## src/rtl/ram_port_arbiter.sv

```systemverilog
// ============================================================================
// ram_port_arbiter : two-master arbiter for a single data-RAM port, fixed
//                    master-0 priority, master-1 starvation guard, timeout.
// Revision: 1.0
// ============================================================================
`default_nettype none

module ram_port_arbiter #(
  parameter int AW         = 32,
  parameter int DW         = 32,
  parameter int STARVE_LIM = 4,
  parameter int TIMEOUT    = 16
) (
  input  logic          clk,
  input  logic          rst,
  input  logic          m0_req,
  input  logic          m0_we,
  input  logic [1:0]    m0_width,
  input  logic [AW-1:0] m0_addr,
  input  logic [DW-1:0] m0_wdata,
  output logic [DW-1:0] m0_rdata,
  output logic          m0_ack,
  output logic          m0_err,
  input  logic          m1_req,
  input  logic          m1_we,
  input  logic [1:0]    m1_width,
  input  logic [AW-1:0] m1_addr,
  input  logic [DW-1:0] m1_wdata,
  output logic [DW-1:0] m1_rdata,
  output logic          m1_ack,
  output logic          m1_err,
  output logic          mem_req,
  output logic          mem_we,
  output logic [1:0]    mem_width,
  output logic [AW-1:0] mem_addr,
  output logic [DW-1:0] mem_wdata,
  input  logic [DW-1:0] mem_rdata,
  input  logic          mem_ack,
  output logic          busy,
  output logic          owner
);

  localparam int                  c_SW          = $clog2(STARVE_LIM + 1);
  localparam int                  c_TW          = $clog2(TIMEOUT + 1);
  localparam logic [c_SW-1:0]     c_STARVE_MAX  = c_SW'(STARVE_LIM);
  localparam logic [c_TW-1:0]     c_TMO_LAST    = c_TW'(TIMEOUT - 1);

  typedef enum logic [1:0] {
    IDLE  = 2'd0,
    BUSY0 = 2'd1,
    BUSY1 = 2'd2
  } state_t;

  state_t          r_state;
  state_t          w_state_nxt;
  logic [c_SW-1:0] r_starve_cnt;
  logic [c_TW-1:0] r_tmo_cnt;
  logic            w_grant0;
  logic            w_grant1;
  logic            w_done;
  logic            w_tmo;

  always_ff @(posedge clk or posedge rst) begin
    if (rst) begin
      r_state <= IDLE;
    end else begin
      r_state <= w_state_nxt;
    end
  end

  always_comb begin
    w_state_nxt = r_state;
    w_grant0    = 1'b0;
    w_grant1    = 1'b0;
    w_done      = 1'b0;
    w_tmo       = 1'b0;
    case (r_state)
      IDLE: begin
        // master 1 only beats master 0 once it has been passed over STARVE_LIM times
        if (m1_req && (!m0_req || r_starve_cnt == c_STARVE_MAX)) begin
          w_grant1    = 1'b1;
          w_state_nxt = BUSY1;
        end else if (m0_req) begin
          w_grant0    = 1'b1;
          w_state_nxt = BUSY0;
        end
      end
      BUSY0, BUSY1: begin
        if (mem_ack) begin
          w_done = 1'b1;
        end else if (r_tmo_cnt == c_TMO_LAST) begin
          w_tmo = 1'b1;
        end
        if (w_done || w_tmo) begin
          w_state_nxt = IDLE;
        end
      end
      default: w_state_nxt = IDLE;
    endcase
  end

  assign busy = (r_state != IDLE);

  always_ff @(posedge clk or posedge rst) begin
    if (rst) begin
      r_starve_cnt <= '0;
      r_tmo_cnt    <= '0;
      mem_req      <= 1'b0;
      mem_we       <= 1'b0;
      mem_width    <= 2'd0;
      mem_addr     <= '0;
      mem_wdata    <= '0;
      owner        <= 1'b0;
      m0_rdata     <= '0;
      m0_ack       <= 1'b0;
      m0_err       <= 1'b0;
      m1_rdata     <= '0;
      m1_ack       <= 1'b0;
      m1_err       <= 1'b0;
    end else begin
      m0_ack <= 1'b0;
      m0_err <= 1'b0;
      m1_ack <= 1'b0;
      m1_err <= 1'b0;

      if (w_grant0 || w_grant1) begin
        mem_req   <= 1'b1;
        mem_we    <= w_grant1 ? m1_we    : m0_we;
        mem_width <= w_grant1 ? m1_width : m0_width;
        mem_addr  <= w_grant1 ? m1_addr  : m0_addr;
        mem_wdata <= w_grant1 ? m1_wdata : m0_wdata;
        r_tmo_cnt <= '0;
        owner     <= w_grant1;
      end

      if (w_grant1) begin
        r_starve_cnt <= '0;
      end else if (w_grant0) begin
        if (!m1_req) begin
          r_starve_cnt <= '0;
        end else if (r_starve_cnt != c_STARVE_MAX) begin
          r_starve_cnt <= r_starve_cnt + 1'b1;
        end
      end

      if (busy && !w_done && !w_tmo) begin
        r_tmo_cnt <= r_tmo_cnt + 1'b1;
      end

      if (w_done || w_tmo) begin
        mem_req <= 1'b0;
        if (r_state == BUSY1) begin
          m1_ack <= 1'b1;
          m1_err <= w_tmo;
          if (w_tmo) begin
            m1_rdata <= '0;
          end else if (!mem_we) begin
            m1_rdata <= mem_rdata;
          end
        end else begin
          m0_ack <= 1'b1;
          m0_err <= w_tmo;
          if (w_tmo) begin
            m0_rdata <= '0;
          end else if (!mem_we) begin
            m0_rdata <= mem_rdata;
          end
        end
      end
    end
  end

endmodule

`default_nettype wire

```

## config.mk

```make
export PLATFORM = sky130hd
export DESIGN_NAME = ram_port_arbiter
export DESIGN_NICKNAME = d
export VERILOG_FILES = /design/src/rtl/ram_port_arbiter.sv
export SDC_FILE = /design/constraint.sdc
export NUM_CORES = 1
export LEC_CHECK = 0
export CAP_MARGIN = 10
export CORE_UTILIZATION = 37
export DETAILED_ROUTE_END_ITERATION = 10
export PLACE_DENSITY = 0.76
export SYNTH_ARGS = -nofsm -noshare
export SYNTH_HDL_FRONTEND = slang
export SYNTH_SLANG_ARGS = --single-unit
```

## constraint.sdc

```tcl
create_clock -name clk -period 5.1 [get_ports clk]
set_input_delay 1.02 -clock clk [delete_from_list [all_inputs] [get_ports clk]]
set_output_delay 1.02 -clock clk [all_outputs]
set_load 0.1 [all_outputs]
```

==> impl_metrics.json <==
{
  "critical-path-max-stage-delay_ns": 1.16,
  "drt-initial-drc-count": 274,
  "yosys.area_share.simple": 0.118,
  "ant_nets": 0,
  "yosysMostFrequentCell": "dfrtp_1",
  "postCtsHoldBufs": 0,
  "die_h_microns": 133,
  "async_flop_share": 1.00,
  "die_w_microns": 133,
  "wl_microns": 18500,
  "synth_cells": 473,
  "grt_pass1_wl_microns": 28700,
  "clk_latency_ns": 0.42,
  "yosys_warnings": 0,
  "synthFlopType": "dfrtp_1",
  "hold_class": "flop to flop",
  "dp.cells": 976,
  "nets": 953,
  "ys_seq_area_frac": 0.576,
  "synth_fa_ha_area_frac": 0.0118,
  "yosysTopAreaCell": "dfrtp_1",
  "rows": 47,
  "yosys_register_bits": 147,
  "min_period_ns": 3.46,
  "fmax_ghz": 0.289,
  "max_slew_margin": 0.214,
  "grt_max_degree": 100,
  "crit_required_ns": 4.08,
  "synth_cell_types": 33,
  "critPathTopFamily": "buffers and inverters",
  "fin_cells": 1010,
  "met3_length_microns": 1520,
  "dieArea_sq_mm": 0.0178,
  "synth_common_cells": "dfrtp_1 (147), o221a_2 (67), nand2b_1 (63), mux2_2 (58), and2_1 (32)",
  "synth_top_family_by_area": "compound AO/OA/AOI/OAI gates",
  "hold_viol": 0,
  "vias": 5092,
  "outcome": "finished, final reports clean",
  "hold_slack_ns": 0.475,
  "initial_core_util": 0.382,
  "dp_slack_ns": 1.56,
  "synthesis.nets": 650,
  "hpwlAfterDp_microns": 13600,
  "io_buffer_count": 308,
  "slowest_stage": "clkdlybuf4s50_1",
  "post_cts_resize_count": 0,
  "coreArea_sq_mm": 0.0167,
  "routabilityCongestion": 0.812,
  "fin_skew_ns": 0.0114,
  "num_io_pins": 309,
  "avgRoutedWirePerCell_microns": 18.4,
  "setup-violations-final": 0,
  "synthMuxAreaShare": 0.121,
  "met1_length_microns": 7320,
  "cap_violations": 0,
  "grt_usage": 0.211,
  "worstMarginPinSlew_ns": 1.18,
  "rsz0062_at_grt": "false",
  "path_class": "flop to primary output",
  "clockBufferDepth": 2,
  "tns_ns": 0,
  "yosys.area.top_type_share": 0.576,
  "synth_area_leaders": "dfrtp_1 (58%), o221a_2 (12%), mux2_2 (10%)",
  "clock-sinks": 147,
  "drv_slew": 0,
  "post-route-drc-count": 0,
  "fin_crit_sh": 0.679,
  "crit_buf_inv": 3,
  "synth-xor-area-share": 0.00137,
  "grt_overflow": 0,
  "syn2layout_area_growth_pct": 60.8,
  "crit_fanout": 7,
  "cts-root-buf": "clkbuf_16",
  "cp.arrival_ns": 2.44,
  "antenna_found_initial": 0,
  "htree_levels": 4,
  "top_layer": "met4",
  "postCtsSetupRepairBufs": 0,
  "wl_met2_microns": 9490,
  "synth_edf_count": 0,
  "fin_ws_ns": 1.64,
  "dr.pass1.iters": 5,
  "vias_per_cell": 5.04,
  "synth-compound-area-share": 0.138,
  "avgSynthCellArea_sq_um": 13.5,
  "clk_pin_slew_ns": 0.06,
  "cp-start-kind": "flop",
  "end_kind": "primary output",
  "drive_above_1_share": 0.219,
  "cp_cell_sequence": "inv_1 -> ha_1 -> inv_1 -> clkdlybuf4s50_1",
  "cts_buffers": 17,
  "synth_area_sq_mm": 0.00639,
  "path_common_cell": "inv_1",
  "grt_pass1_vias": 5257,
  "cts_tree": "built"
}
[layout by cell type, fill, tap and decap left out, drive strengths merged]
cell,n
nand4,1
nand3b,1
xor2,1
and3,2
mux2,64
clkinvlp,2
a21boi,1
a21o,2
nand2b,63
o22ai,1
nand3,4
or2b,5
o21ai,5
and2,33
clkbuf,18
nand2,12
mux2i,5
a32o,1
ha,6
o2bb2ai,1
o221a,67
a211oi,2
nor2,5
clkdlybuf4s50,308
inv,14
clkinv,6
buf,9
nor3b,1
dfrtp,147
bufinv,2
diode,1
[layout make-up]
| class | instances | area [sq um] |
|---|---|---|
| repair buffers | 317 | 3170 |
| fillers | 1310 | 6430 |
| multi-input cells | 283 | 2510 |
| flip-flops and latches | 147 | 3680 |
| clock inverters | 14 | 151 |
| inverters | 10 | 42.5 |
| clock buffers | 18 | 439 |
| well taps | 220 | 275 |
| diodes | 1 | 2.50 |
[registers in the layout, summed over array words and instances, names as in the netlist, 2 cells and up]
register / cells
m0_rdata: 32
mem_addr: 32
mem_width: 2
r_tmo_cnt: 5
mem_wdata: 32
r_starve_cnt: 3
m1_rdata: 32
r_state: 2
[kinds of logic after synthesis]
family / count (synthesis)
multiplexers: 69
AND/OR/NAND/NOR: 127
adder cells (fa/ha/maj): 6
AO/OA/AOI/OAI: 80
flip-flops: 147
buffers and inverters: 43
XOR/XNOR: 1
[worst paths after layout]
path                                              from                       end  slack, ns  depth (start not counted)
worst max-delay path            r_state[0]$_DFFE_PP0P_                      busy       1.64                          4
min in group asynchronous                          rst  mem_addr[23]$_DFFE_PP0P_       1.16                          2
worst min register to register       owner$_DFFE_PP0P_         owner$_DFFE_PP0P_       0.47                          2
worst max register to register  r_state[0]$_DFFE_PP0P_  mem_addr[11]$_DFFE_PP0P_       2.83                          6
max in group asynchronous                          rst  mem_addr[28]$_DFFE_PP0P_       3.01                          3
worst min-delay path                 owner$_DFFE_PP0P_         owner$_DFFE_PP0P_       0.47                          2
[stage by stage]
stage | util | instance area (sq um)
finish | 0.615 | 10300
global route | 0.615 | 10300
CTS | 0.614 | 10200
detailed placement | 0.578 | 9660
global placement | 0.578 | 9660
floorplan | - | 6390
[layer usage]
| metal | up-vias | track usage |
|---|---|---|
| li1 | 2321 | - |
| met1 | 2529 | 0.246 |
| met2 | 227 | 0.365 |
| met3 | 15 | 0.0738 |
| met4 | 0 | 0.0587 |
| met5 | - | 0 |
[worst min-delay path, cell delays in order (launching register included)]
cell	delay [ns]
dfrtp_1	0.34
nand2_1	0.05
nand2_1	0.05
Power is left out: the tool's default activity adds up to more than one toggle a clock period on the data nets, which glitch-free logic cannot reach.
